File: src/rtl/hazard_scoreboard.sv
// hazard_scoreboard: data-hazard unit that sits beside the decode stage.
// It keeps a shift register with one record {valid, rd, is_load} for each of
// DEPTH downstream stages. Stage 1 is the youngest and stage DEPTH the oldest.
// From those records it works out, for the instruction in decode:
//   - forwarding selects for rs and rt,
//   - a load-use stall,
//   - a saturating count of stall cycles.
// Ports:
//   clk, rst        rising-edge clock, asynchronous active-high reset
//   en              pipeline advance; 0 freezes every register
//   flush           decode instruction is squashed this cycle
//   instr_d[31:0]   instruction currently in decode
//   stall           hold PC/IF/ID and insert a bubble (combinational)
//   fwd_a, fwd_b    0 = register file, k = result of record in stage k
//   stall_cnt[15:0] saturating count of stall cycles (registered)
module hazard_scoreboard #(
  parameter int unsigned DEPTH    = 3,
  parameter int unsigned LOAD_LAT = 2,
  parameter int unsigned FW       = 3
) (
  input  logic          clk,
  input  logic          rst,
  input  logic          en,
  input  logic          flush,
  input  logic [31:0]   instr_d,
  output logic          stall,
  output logic [FW-1:0] fwd_a,
  output logic [FW-1:0] fwd_b,
  output logic [15:0]   stall_cnt
);

  localparam logic [5:0] OP_RTYPE = 6'b000000;
  localparam logic [5:0] OP_LW    = 6'b100011;
  localparam logic [5:0] OP_SW    = 6'b101011;
  localparam logic [5:0] OP_BEQ   = 6'b000100;

  typedef struct packed {
    logic       valid;
    logic [4:0] rd;
    logic       is_load;
  } rec_t;

  rec_t stage_q [1:DEPTH];
  rec_t stage_d [1:DEPTH];

  logic [5:0] opcode;
  logic [4:0] rs;
  logic [4:0] rt;
  rec_t       dec_rec;
  logic       use_rs;
  logic       use_rt;
  logic       hazard;
  logic       unused_instr_bits;

  assign opcode = instr_d[31:26];
  assign rs     = instr_d[25:21];
  assign rt     = instr_d[20:16];

  // Shamt/funct and immediate bits play no part in hazard detection.
  assign unused_instr_bits = ^instr_d[10:0];

  // Decode the destination record and which source operands are read.
  always_comb begin
    dec_rec = '0;
    use_rs  = 1'b0;
    use_rt  = 1'b0;
    case (opcode)
      OP_RTYPE: begin
        dec_rec.rd    = instr_d[15:11];
        dec_rec.valid = (instr_d[15:11] != 5'd0);
        use_rs        = 1'b1;
        use_rt        = 1'b1;
      end
      OP_LW: begin
        dec_rec.rd      = instr_d[20:16];
        dec_rec.valid   = (instr_d[20:16] != 5'd0);
        dec_rec.is_load = 1'b1;
        use_rs          = 1'b1;
      end
      OP_SW, OP_BEQ: begin
        use_rs = 1'b1;
        use_rt = 1'b1;
      end
      default: begin
        use_rs = 1'b0;
        use_rt = 1'b0;
      end
    endcase
  end

  // Per-stage match logic, chained from the oldest stage towards stage 1 so
  // that the youngest matching writer overrides any older one. $0 never
  // matches because records writing $0 are stored invalid.
  genvar k;
  for (k = 1; k <= int'(DEPTH); k++) begin : g_match
    localparam bit EARLY = (k < int'(LOAD_LAT));
    logic          hit_a;
    logic          hit_b;
    logic [FW-1:0] sel_a;
    logic [FW-1:0] sel_b;
    logic          ld_a;
    logic          ld_b;
    logic [FW-1:0] older_sel_a;
    logic [FW-1:0] older_sel_b;
    logic          older_ld_a;
    logic          older_ld_b;

    if (k == int'(DEPTH)) begin : g_tail
      assign older_sel_a = '0;
      assign older_sel_b = '0;
      assign older_ld_a  = 1'b0;
      assign older_ld_b  = 1'b0;
    end else begin : g_link
      assign older_sel_a = g_match[k+1].sel_a;
      assign older_sel_b = g_match[k+1].sel_b;
      assign older_ld_a  = g_match[k+1].ld_a;
      assign older_ld_b  = g_match[k+1].ld_b;
    end

    assign hit_a = use_rs && stage_q[k].valid && (stage_q[k].rd == rs);
    assign hit_b = use_rt && stage_q[k].valid && (stage_q[k].rd == rt);
    assign sel_a = hit_a ? FW'(k) : older_sel_a;
    assign sel_b = hit_b ? FW'(k) : older_sel_b;
    // A load still earlier than LOAD_LAT has no forwardable result yet.
    assign ld_a  = hit_a ? (stage_q[k].is_load & EARLY) : older_ld_a;
    assign ld_b  = hit_b ? (stage_q[k].is_load & EARLY) : older_ld_b;
  end

  assign fwd_a  = g_match[1].sel_a;
  assign fwd_b  = g_match[1].sel_b;
  assign hazard = g_match[1].ld_a | g_match[1].ld_b;
  assign stall  = hazard & ~flush;

  // Next record set: a bubble enters stage 1 on stall or flush.
  assign stage_d[1] = (stall || flush) ? rec_t'('0) : dec_rec;
  for (k = 2; k <= int'(DEPTH); k++) begin : g_shift
    assign stage_d[k] = stage_q[k-1];
  end

  // Record shift register.
  always_ff @(posedge clk or posedge rst) begin
    if (rst) begin
      stage_q <= '{default: rec_t'('0)};
    end else if (en) begin
      stage_q <= stage_d;
    end
  end

  // Saturating stall counter.
  always_ff @(posedge clk or posedge rst) begin
    if (rst) begin
      stall_cnt <= 16'd0;
    end else if (en && stall && (stall_cnt != 16'hFFFF)) begin
      stall_cnt <= stall_cnt + 16'd1;
    end
  end

endmodule

File: config.mk
export PLATFORM = sky130hd
export DESIGN_NAME = hazard_scoreboard
export DESIGN_NICKNAME = d
export VERILOG_FILES = /design/src/rtl/hazard_scoreboard.sv
export SDC_FILE = /design/constraint.sdc
export NUM_CORES = 1
export LEC_CHECK = 0
export BUFFER_PORTS_ARGS = -buffer_cell sky130_fd_sc_hd__clkbuf_2
export CAP_MARGIN = 20
export CORE_MARGIN = 3
export CORE_UTILIZATION = 50
export CTS_CLUSTER_DIAMETER = 200
export CTS_CLUSTER_SIZE = 24
export DETAILED_ROUTE_END_ITERATION = 16
export GPL_TIMING_DRIVEN = 0
export MAX_ROUTING_LAYER = met4
export PLACE_DENSITY = 0.78
export SLEW_MARGIN = 15
export SYNTH_ARGS = -nofsm -noshare
export SYNTH_HDL_FRONTEND = slang
export SYNTH_SLANG_ARGS = --single-unit
File: constraint.sdc
create_clock -name clk -period 5.5 [get_ports clk]
set_clock_uncertainty 0.2 [all_clocks]
set_input_delay 0.55 -clock clk [delete_from_list [all_inputs] [get_ports clk]]
set_output_delay 0.55 -clock clk [all_outputs]
set_load 0.005 [all_outputs]
* Yosys cells after proc, flatten, opt, wreduce, memory -nomap -nowiden *
Cells that the tools add are included.

cells by class
  multiplexer cells = 13
  div/mod/pow operators = 0
  $mul = 0
  eq/ne operators = 10
  bitwise operators = 3
  shifts and indexed selects = 0
  reduce and logical (&&, ||, !) cells = 20
  order comparisons = 0
  add/subtract/negate cells = 1

operators by type and width
  cell                   count
  $eq 5x5->1             6
  $add 16x1->16 const B  1
  $ne 16x16->1 const B   1
  $logic_and 1x1->1      14
  $eq 6x6->1 const B     2
  $mux 3                 4
  $pmux 6 s2             1
  $reduce_bool 5->1      2
  $mux 7                 1
  $eq 6x3->1 const B     1
  $logic_not 6->1        1
  $mux 1                 5
  $mux 2                 2
  $reduce_or 4->1        1
  $reduce_or 3->1        1
  $and 1x1->1            1
  $logic_or 1x1->1       1
  $not 1->1              1
  $or 1x1->1             1

storage, ports and cells
  logic and storage cells = 55
  latch bits = 0
  register bits = 35
  output and inout port bits = 23
  memories kept = 0
  memory bits (read-only) = 0
  bits in writable memories = 0

* Depth between registers and ports, before layout *
Gate-level depths: netlist of the first run.

  depth in word-level cells = 10
  mapped depth = 7

* Worst setup path before layout of the first run *
No wires, ideal clock.

  path type = input to output
  from = input instr_d[27]
  to = output stall
  stages on the path = 6
  data arrival time = 2.059 ns
  path slack = 2.691 ns
  cell sequence = or4_4 o21a_4 or4_4 nand2_1 nand2_1 nor2_1

on the way
  word-level cells in the longest chain between the ends = 8
  elaborated cells on any way between the ends = 16
  classes of those cells = eq/ne (3); mux (4); bitwise (2); reduce/logical (7)

ends and longest elaborated chain
  element                                                       RTL line  source
  from (decl)                                                   25        input logic [31:0] instr_d,
  $eq 6x6->1, or another cell as far along                      67        case (opcode)
  $reduce_or 4->1 (no line) or $reduce_or 3->1 (tied branches)  -
  $mux 1                                                        67
  $logic_and 1x1->1 (on tied branches) (2 in a row)             120, 121
  $mux 1 (on tied branches)                                     125, 126
  $or 1x1->1 (*)                                                131       assign hazard = g_match[1].ld_a | g_match[1].ld_b;
  $and 1x1->1 (*)                                               132       assign stall = hazard & ~flush;
  to (decl)                                                     26        output logic stall,

Mark *: on every way between the ends. The rest lies on a longest branch, timed or not.

* Final worst setup path of the first run *
Ends and elaborated chain as after synthesis.

==> run_results.csv, run 1 <==
group,metric,value,unit
die,die_y,70.3,µm
timing,timing.fmax,314,MHz
logic_synthesis,synth-main-ff-cell,"dfrtp_1",
timing,rsz0062_at_grt,"false",
clock_tree,cts_buffers,5,
grt,grt_max_degree,36,
grt,grt_pass1_wl,7280,µm
clock_tree,clkTransAtPathRegs,70,ps
setup_path,path_max_fanout,7,
finish,areaGrowthSynthToFinish,18.0,%
power,p_leak,1.18,nW
finish,layout-drive-gt1-share,32.0,%
power,swShare,24.2,%
logic_synthesis,synth.avg_cell_area,10.5,µm²
timing,hold_violations,0,
die,core,0.00383,mm²
power,netSwitchingPower,0.116,mW
detailed_routing,vias,1626,
timing,whs,159,ps
clock_tree,h-tree-depth,2,
place,dpl.hpwl,3420,µm
detailed_routing,ant_nets,0,
die,die_w,70.3,µm
worst_hold_path,hold_path.class,"in -> async",
detailed_routing,dr.first_iter.drc_count,57,
detailed_routing,routed_wl,4270,µm
finish,final_nets,286,
clock_tree,cts_buffer_depth,2,
setup_path,critPathArrivalTime,2440,ps
logic_synthesis,synth_edf_count,0,
place,portBuffers,45,
setup_path,path_delay_family,"simple AND/OR/NAND/NOR gates",
detailed_routing,drc,0,
timing,fin_crit,3190,ps
clock_tree,cts-root-buf,"clkbuf_8",
power,internal-power,0.363,mW
logic_synthesis,syn_inst,196,
power,pwr-share-seq,54.4,%
setup_path,crit_path_max_incr_delay,540,ps
flow_run,drv_cap,0,
setup_path,crit_path_end_kind,"output port",
power,power_density,196,mW/mm²
grt,grt_antenna_before_repair,0,
power,peakVddDrop,0.163,mV
logic_synthesis,netlist_area,0.00207,mm²
clock_tree,clock_latency,280,ps
setup_path,cp.buffers_inverters,2,
detailed_routing,via_per_inst,5.46,
power,clkPwrFrac,36.6,%
logic_synthesis,synth_cell_types,41,
place,gp_congestion,0.816,
clock_tree,clock_sinks,35,
die,die-area,0.00494,mm²
timing,post-route-period-util,58.0,%
die,pin_count,59,
setup_path,crit_type,"in -> out",
clock_tree,cts_hold_buffers,0,
timing,maxSlewHeadroom,47.5,%
logic_synthesis,ys_seq_elements,35,
timing,setup_tns,0,ps
logic_synthesis,yosysWarnings,0,
detailed_routing,firstDrtPassIters,4,
grt,grt_pass1_vias,1545,
setup_path,cp-start-kind,"input pin",
setup_path,worst-endpoint-required,4750,ps
die,core.rowCount,22,
timing,finalMaxSlewViolations,0,
timing,worst_pin_slew,782,ps
status,outcome,"complete, no violations",
logic_synthesis,synth-async-reset-ratio,100,%
grt,grt_overflow,0,
grt,grt_usage,18.8,%
power,combPwrFrac,9.0,%
logic_synthesis,ys_seq_area_share,42.4,%
clock_tree,tritoncts,"built",
detailed_routing,wl_per_cell,14.3,µm
die,initial_utilization,54.0,%
setup_path,crit_chain,"clkbuf_2 > or4_4 > a21oi_1 > nand4_1 > nand2_1 > nand2_1 > nor2_1 > clkbuf_2",
finish,diodes,0,
timing,setup_viol,0,
clock_tree,post_cts_buffers,0,
clock_tree,ctsResizeCount,0,
setup_path,cpMaxStageDelayCell,"or4_4",
## final cells by class
cell class	count	area, µm²
Fill cell	329	1390
Multi-Input combinational cell	153	1150
Sequential cell	35	876
Timing Repair Buffer	45	225
Clock buffer	5	68.8
Tap cell	48	60.1
Inverter	6	22.5
Buffer	3	18.8
Clock inverter	3	15.0
## placed cells by master (no fill, tap or decap), types with 2 or more instances in the layout
cell type	count
clkbuf_2	45
dfrtp_1	35
xor2_1	23
xnor2_1	21
nand2_1	18
mux2_2	12
nand3_1	9
nor2_1	7
nand4_1	6
nor4_1	5
a22oi_1	5
o2bb2ai_1	5
clkbuf_8	5
inv_1	4
nor3_1	4
or4_4	3
o21ai_0	3
nor3_2	3
or4_1	3
clkinv_2	3
and3_1	2
nor2b_1	2
and4_1	2
a32o_1	2
buf_4	2
conb_1	2
## layer usage
metal	share of wire, %	vias to the layer above	global-route usage, %
li1	-	811	-
met2	44	44	27.1
met5	0	-	-
met1	49	767	26.6
met3	6.3	4	4.32
met4	0.82	0	5.11
## sequential cells by signal, indices dropped and copies added (netlist names)
name and count:
stage_d 13, stage_q 6, stall_cnt 16
## cell usage after synthesis, types with 2 or more instances
| master | number | area, µm² |
|---|---|---|
| nand2_1 | 18 | 67.6 |
| a22oi_1 | 5 | 37.5 |
| or4_4 | 3 | 33.8 |
| o2bb2ai_1 | 5 | 43.8 |
| mux2_2 | 12 | 135 |
| inv_1 | 5 | 18.8 |
| nor2b_1 | 2 | 12.5 |
| and4_1 | 2 | 17.5 |
| a32o_1 | 2 | 20.0 |
| nand3_1 | 9 | 45.0 |
| nor2_1 | 7 | 26.3 |
| nor3_2 | 3 | 30.0 |
| o21ai_0 | 3 | 15.0 |
| nor3_1 | 4 | 20.0 |
| xor2_1 | 23 | 201 |
| dfrtp_1 | 35 | 876 |
| and3_1 | 2 | 12.5 |
| xnor2_1 | 21 | 184 |
| or4_1 | 3 | 22.5 |
| buf_4 | 2 | 15.0 |
| nor4_1 | 5 | 31.3 |
| nand4_1 | 6 | 37.5 |
## through the flow
stage               power [mW]  setup slack [ps]  instances  area, µm²  util (%)
finish                   0.479              2310        298       2440      63.8
global route             0.500              2190        298       2440      63.8
CTS                      0.482              2310        298       2440      63.8
detailed placement       0.309              2310        290       2360      61.6
global placement         0.308              2340        290       2360      61.6
floorplan                0.288              2690        197       2070         -
## power by group through the flow
stage | Sequential [mW] | Combinational (mW) | Clock, mW
2_1_floorplan | 0.265 | 0.0233 | 0
3_3_place_gp | 0.265 | 0.0425 | 0
3_5_place_dp | 0.265 | 0.0435 | 0
4_1_cts | 0.261 | 0.0436 | 0.178
5_1_grt | 0.260 | 0.0483 | 0.191
6_report | 0.261 | 0.0431 | 0.176
## worst register-to-register path, stage by stage, from the launching register on
cell     delay (ps)
dfrtp_1         400
ha_1            210
nand4_1         240
or3_1           480
o21ai_0         320
a21o_4          190
nor3_2           50
xor2_1          140
## logic make-up after synthesis
group           share of synthesized area [%]
simple gates                             19.7
xor+xnor                                 18.6
flops                                    42.4
compound gates                           9.44
mux                                      7.08
buf+inv                                  2.00
fa+ha+maj                               0.605
other cells                             0.181
## final timing paths
check                           depth (start not counted)           from             to  slack [ps]
worst min-delay path                                    2            rst   stall_cnt[1]         160
worst max register to register                          7   stall_cnt[0]   stall_cnt[6]        3150
min in group clk                                        1  stall_cnt[15]  stall_cnt[15]         290
worst min register to register                          1  stall_cnt[15]  stall_cnt[15]         290
worst max-delay path                                    8    instr_d[27]          stall        2310
max in group asynchronous                               2            rst     stage_q[5]        4490
(Power assumes the default switching activity.)
==> run 2: changes to the inputs <==
- ABC_AREA: default -> 1
- CORE_UTILIZATION: 50 -> 49
- clock period: 5.5 -> 2.7 ns (I/O delays scaled with it)
==> run 2 against run 1 <==
  * Sequential share of layout area is 6.1 points lower
  * Power is 120% higher
  * Sequential power is 100% higher
  * Area after synthesis is 22% higher
  * Clock power is 140% higher
  * Core utilization is 3.1 points lower
  * First-iteration DRC count grew to 3.0 times the previous value
  * Die area is 22% higher
  * Combinational power is 150% higher
  * Cell area is 21% higher
  * Highest routed layer unchanged
==> run_results.csv, run 2 <==
group,metric,value,unit
setup_path,crit_path_end_kind,"output port",
die,initial_utilization,52.1,%
die,pin_count,59,
detailed_routing,via_per_inst,5.06,
setup_path,cpMaxStageDelayCell,"dfrtp_1",
place,post-place-cells,463,
die,core,0.00485,mm²
worst_hold_path,hold_path_end,"stage_d[13]",
detailed_routing,vias,2389,
die,die_y,77.8,µm
setup_path,path_max_fanout,4,
logic_synthesis,syn_inst,351,
clock_tree,tritoncts,"built",
grt,grt_usage,22.6,%
timing,maxSlewHeadroom,49.8,%
timing,post-route-period-util,80.1,%
worst_hold_path,min_path_cells,4,
place,place_area,0.00283,mm²
timing,hold_violations,0,
finish,diodes,0,
setup_path,crit_chain,"xor2_1 > nor4_1 > nand4_1 > a21boi_0 > clkbuf_2",
grt,grt_overflow,0,
setup_path,critPathArrivalTime,1690,ps
timing,setup_viol,0,
finish,finalInstanceArea,0.00294,mm²
power,power_density,361,mW/mm²
timing,finalMaxSlewViolations,0,
flow_run,drv_cap,0,
detailed_routing,firstDrtPassIters,4,
detailed_routing,drc,0,
detailed_routing,ant_nets,0,
setup_path,rr_worst_depth,12,
clock_tree,cts_buffer_depth,2,
logic_synthesis,ys_seq_area_share,34.7,%
logic_synthesis,ys_seq_elements,35,
logic_synthesis,synth_common_cells,"nand2_1, inv_1, dfrtp_1",
logic_synthesis,synth-async-reset-ratio,100,%
power,p_leak,1.57,nW
setup_path,r2r-end,"stall_cnt[11]",
clock_tree,cts-root-buf,"clkbuf_8",
die,die-area,0.00605,mm²
logic_synthesis,synth_area_leader_cell,"dfrtp_1",
power,peakVddDrop,0.265,mV
finish,final_nets,441,
logic_synthesis,synth_edf_count,0,
finish,largest_reg_flops,16,
logic_synthesis,synth_cell_types,35,
worst_hold_path,hold_path.class,"in -> reg",
setup_path,reg2reg_slack,670,ps
logic_synthesis,yosysMostFrequentCell,"nand2_1",
setup_path,worst-endpoint-required,2230,ps
timing,setup_tns,0,ps
setup_path,cp.buffers_inverters,1,
worst_hold_path,min_from,"flush",
die,die_w,77.8,µm
timing,timing.fmax,462,MHz
clock_tree,h-tree-depth,2,
place,portBuffers,44,
clock_tree,cts_buffers,5,
clock_tree,clkTransAtPathRegs,80,ps
place,gp_congestion,0.918,
setup_path,timing.rr.start,"stage_d[9]",
timing,rsz0062_at_grt,"false",
finish,instances_no_fill,472,
finish,areaGrowthSynthToFinish,16.6,%
finish,mostFrequentLayoutCell,"nand2_1",
finish,layout-drive-gt1-share,21.5,%
finish,layout_common_cells,"nand2_1, inv_1, clkbuf_2",
status,outcome,"complete, no violations",
clock_tree,post_cts_buffers,0,
detailed_routing,wl_per_cell,12.9,µm
detailed_routing,routed_wl,6080,µm
timing,fin_crit,2160,ps
clock_tree,clock_sinks,35,
logic_synthesis,synth_top_cell_area_share,34.7,%
detailed_routing,dr.first_iter.drc_count,169,
logic_synthesis,netlist_area,0.00252,mm²
clock_tree,clock_latency,300,ps
grt,grt_pass1_wl,10700,µm
finish,regMostFlops,"stall_cnt",
timing,worst_pin_slew,753,ps
setup_path,path_delay_family,"simple AND/OR/NAND/NOR gates",
setup_path,cp-start-kind,"register",
place,dpl.hpwl,4720,µm
grt,grt_antenna_before_repair,0,
grt,grt_pass1_vias,2408,
logic_synthesis,yosysWarnings,0,
die,core.rowCount,25,
logic_synthesis,synth.avg_cell_area,7.19,µm²
setup_path,crit_type,"reg -> out",
setup_path,crit_path_max_incr_delay,430,ps
grt,grt_max_degree,36,
logic_synthesis,synth-main-ff-cell,"dfrtp_1",
logic_synthesis,synthTopCellsByArea,"dfrtp_1, nand2_1, inv_1",
==> run 2: cell types whose count changed after synthesis, sizes merged, moves of 12 or more <==
cell    delta
mux2      -13
nand3     +24
nand2     +80
xnor2     -13
inv       +61
o21bai    +16
nor2      +12
o21ai     +19
==> run 2: worst max path at each step <==
stage / startpoint / depth (start not counted) / endpoint
floorplan: stall_cnt[0] / 10 / stall_cnt[11]
global placement: instr_d[27] / 10 / stall_cnt[10]
detailed placement: instr_d[27] / 10 / stall_cnt[11]
CTS: stage_d[4] / 5 / fwd_a[1]
global route: stage_d[4] / 5 / fwd_a[1]
finish: stage_d[4] / 5 / fwd_a[1]
==> run 2: per-layer routing <==
| metal | wire length [µm] | vias up | global-route usage, % | share of wire, % |
|---|---|---|---|---|
| met1 | 2510 | 1102 | 25.7 | 41 |
| met5 | 0 | - | - | 0 |
| met2 | 3100 | 71 | 40.0 | 51 |
| li1 | - | 1205 | - | - |
| met3 | 321 | 11 | 3.60 | 5.3 |
| met4 | 141 | 0 | 8.19 | 2.3 |
==> run 2: logic make-up after synthesis <==
logic type      count (synthesis)  synth area share, %
buf+inv                        76                 12.1
simple gates                  168                 33.2
fa+ha+maj                       1                0.496
xor+xnor                       20                 6.94
compound gates                 50                 12.3
flops                          35                 34.7
other cells                     1                0.149
==> run 2: layout make-up <==
| type | instances | area [µm²] |
|---|---|---|
| flip-flops and latches | 35 | 876 |
| repair buffers | 45 | 230 |
| inverters | 67 | 251 |
| plain buffers | 9 | 55.1 |
| clock buffers | 8 | 100 |
| multi-input cells | 241 | 1350 |
| well taps | 67 | 83.8 |
| fillers | 433 | 1910 |
==> run 2: per-stage QoR <==
step	utilization, %	hold slack, ps	setup WS (ps)	power [mW]
after floorplan	-	224	977	0.601
after global placement	58.4	314	707	0.644
after detailed placement	58.4	236	631	0.646
after CTS	60.7	72.9	518	1.08
after global routing	60.7	95.9	331	1.11
final	60.7	75.3	537	1.06
==> run 2: timing repair <==
item                      in CTS  in global routing
gates resized for setup        0                  0
hold endpoints to repair      35                  0
hold buffers                   1                  0
==> run 2: where the power goes <==
part / internal, mW / switching, mW / total [mW] / leakage [nW]
Clock: 0.233 / 0.193 / 0.425 / 0.0515
Combinational: 0.0369 / 0.0690 / 0.106 / 1.11
Sequential: 0.527 / 0.00350 / 0.531 / 0.405
==> run 2: tightest hold or removal path: cells and delay by family <==
family | cells | cell delay, ps
simple gates | 2 | 100
compound gates | 1 | 70
buf+inv | 1 | 100
==> run 3: changes to the inputs <==
- ABC_AREA: 1 -> 0
- CORE_UTILIZATION: 49 -> 47
- PLACE_DENSITY: 0.78 -> 0.77
- clock period: 2.7 -> 1.86 ns (I/O delays scaled with it)
==> run 3 against run 2 <==
  * The flow now finishes with violations (setup timing)
  * Sequential share of layout area rose by 1.2 points
  * Core utilization grew 8.1 points
  * First-iteration DRC count is 49% lower
  * Sequential power increased by 45%
  * Critical path type unchanged
  * Largest cell class unchanged
  * Largest power group is now clock
  * Highest routed layer unchanged
==> run_results.csv, run 3 (synthesized netlist as in run 1, its figures left out) <==
group,metric,value,unit
status,outcome,"finished with violations",
setup_path,timing.rr.start,"stage_d[11]",
place,pre_cts_slack,-646,ps
power,clkPwrFrac,47.3,%
clock_tree,h-tree-depth,2,
power,peakVddDrop,0.437,mV
clock_tree,tritoncts,"built",
detailed_routing,routed_wl,5200,µm
place,gp_congestion,0.864,
power,pwr-share-seq,44.4,%
timing,fin_crit,2350,ps
finish,final_nets,305,
place,portBuffers,45,
setup_path,cp.buffers_inverters,2,
timing,rsz0062_at_grt,"true",
die,pin_count,59,
finish,instances_no_fill,319,
place,place_area,0.00237,mm²
die,die_y,72.3,µm
place,dpl.hpwl,3380,µm
timing,layout_setup_ws,-494,ps
grt,grt_pass1_wl,8010,µm
detailed_routing,via_per_inst,5.50,
flow_run,drv_cap,0,
timing,setup_viol,28,
setup_path,path_max_fanout,4,
finish,areaGrowthSynthToFinish,37.0,%
finish,mostFrequentLayoutCell,"clkbuf_2",
die,initial_utilization,50.2,%
clock_tree,cts-root-buf,"clkbuf_8",
worst_hold_path,hold_path.class,"in -> reg",
power,p_leak,1.39,nW
setup_path,reg2reg_slack,-490,ps
setup_path,crit_path_max_incr_delay,550,ps
finish,largest_reg_flops,16,
setup_path,rr_worst_depth,7,
finish,layout-drive-gt1-share,43.1,%
clock_tree,cts_buffers,5,
setup_path,crit_chain,"xnor2_1 > nand4_1 > or4_4 > buf_6 > nand2_4 > nor2_2 > buf_2",
setup_path,crit_path_end_kind,"output port",
grt,grt_antenna_before_repair,0,
finish,finalInstanceArea,0.00283,mm²
timing,timing.fmax,425,MHz
setup_path,crit_type,"reg -> out",
finish,diodes,0,
setup_path,critPathArrivalTime,1970,ps
place,post-place-cells,292,
clock_tree,clkTransAtPathRegs,70,ps
detailed_routing,dr.first_iter.drc_count,86,
power,internal-power,1.36,mW
setup_path,path_delay_family,"simple AND/OR/NAND/NOR gates",
detailed_routing,ant_nets,0,
die,core.rowCount,23,
worst_hold_path,min_from,"instr_d[15]",
timing,worst_pin_slew,887,ps
timing,maxSlewHeadroom,40.4,%
timing,post-route-period-util,127,%
detailed_routing,drc,0,
status,failed_checks,"setup timing",
power,power,1.73,mW
clock_tree,clock_latency,290,ps
setup_path,cpMaxStageDelayCell,"or4_4",
grt,grt_pass1_vias,1712,
die,core,0.00412,mm²
setup_path,cp-start-kind,"register",
clock_tree,clock_sinks,35,
die,die-area,0.00523,mm²
finish,regMostFlops,"stall_cnt",
grt,grt_max_degree,36,
power,swShare,21.4,%
setup_path,r2r-end,"stall_cnt[15]",
detailed_routing,firstDrtPassIters,4,
grt,grt_usage,20.5,%
clock_tree,cts_buffer_depth,2,
detailed_routing,wl_per_cell,16.3,µm
grt,grt_overflow,0,
timing,finalMaxSlewViolations,0,
die,die_w,72.3,µm
setup_path,worst-endpoint-required,1470,ps
power,combPwrFrac,8.3,%
timing,whs,26.9,ps
worst_hold_path,hold_path_end,"stage_d[12]",
finish,layout_common_cells,"clkbuf_2, dfrtp_1, xor2_1",
power,netSwitchingPower,0.372,mW
worst_hold_path,min_path_cells,3,
power,power_density,613,mW/mm²
detailed_routing,vias,1753,
timing,hold_violations,0,
-- run 3: how the worst max path moves through the flow --
stage                startpoint            end  slack, ps  cells past startpoint
floorplan           instr_d[27]   stall_cnt[6]       -330                      6
global placement    instr_d[27]  stall_cnt[15]       -650                      7
detailed placement  instr_d[27]  stall_cnt[15]       -650                      7
CTS                 stage_d[11]          stall       -530                      8
global route        stage_d[10]  stall_cnt[15]       -610                      7
finish              stage_d[11]       fwd_b[1]       -490                      7
-- run 3: per-stage QoR --
stage                     util [%]  setup TNS, ps
after detailed placement      57.6         -14630
after floorplan                  -          -6060
after global placement        57.6         -14600
after CTS                     65.8         -11480
after global routing          68.8         -13150
final                         68.8         -10580
-- run 3: final cells by class --
type                       instances  area, µm²
tap                               50       62.6
fill                             314       1280
inverter                           6       22.5
sequential                        35        876
clock buffer                       5       68.8
multi-input combinational        153       1310
clock inverter                     3       67.6
buffer                             3       18.8
timing repair buffer              64        409
-- run 3: repair_timing --
action / 4_1_cts / 5_1_grt
pin swaps: 16 / 16
hold buffers: 4 / 0
buffers inserted: 13 / 4
cloned: 0 / 0
resized for setup: 17 / 25
hold endpoints to repair: 38 / 0
setup endpoints to repair: 28 / 28
-- run 3: power by group through the flow --
| stage | sequential [mW] | clock, mW | combinational (mW) |
|---|---|---|---|
| floorplan | 0.783 | 0 | 0.0689 |
| global placement | 0.785 | 0 | 0.127 |
| detailed placement | 0.785 | 0 | 0.129 |
| CTS | 0.769 | 0.832 | 0.140 |
| global route | 0.770 | 0.858 | 0.160 |
| finish | 0.769 | 0.821 | 0.144 |
-- run 3: layer usage --
metal	up-vias	global-route usage, %	share of wire (%)
li1	850	-	-
met4	0	5.01	1.3
met1	841	27.3	44
met3	6	4.43	4.6
met5	-	-	0
met2	56	31.9	50
-- run 3: tightest hold or removal path, cell delays in order --
cell and delay (ps):
clkbuf_2 100, a22oi_1 60, o2bb2ai_1 120
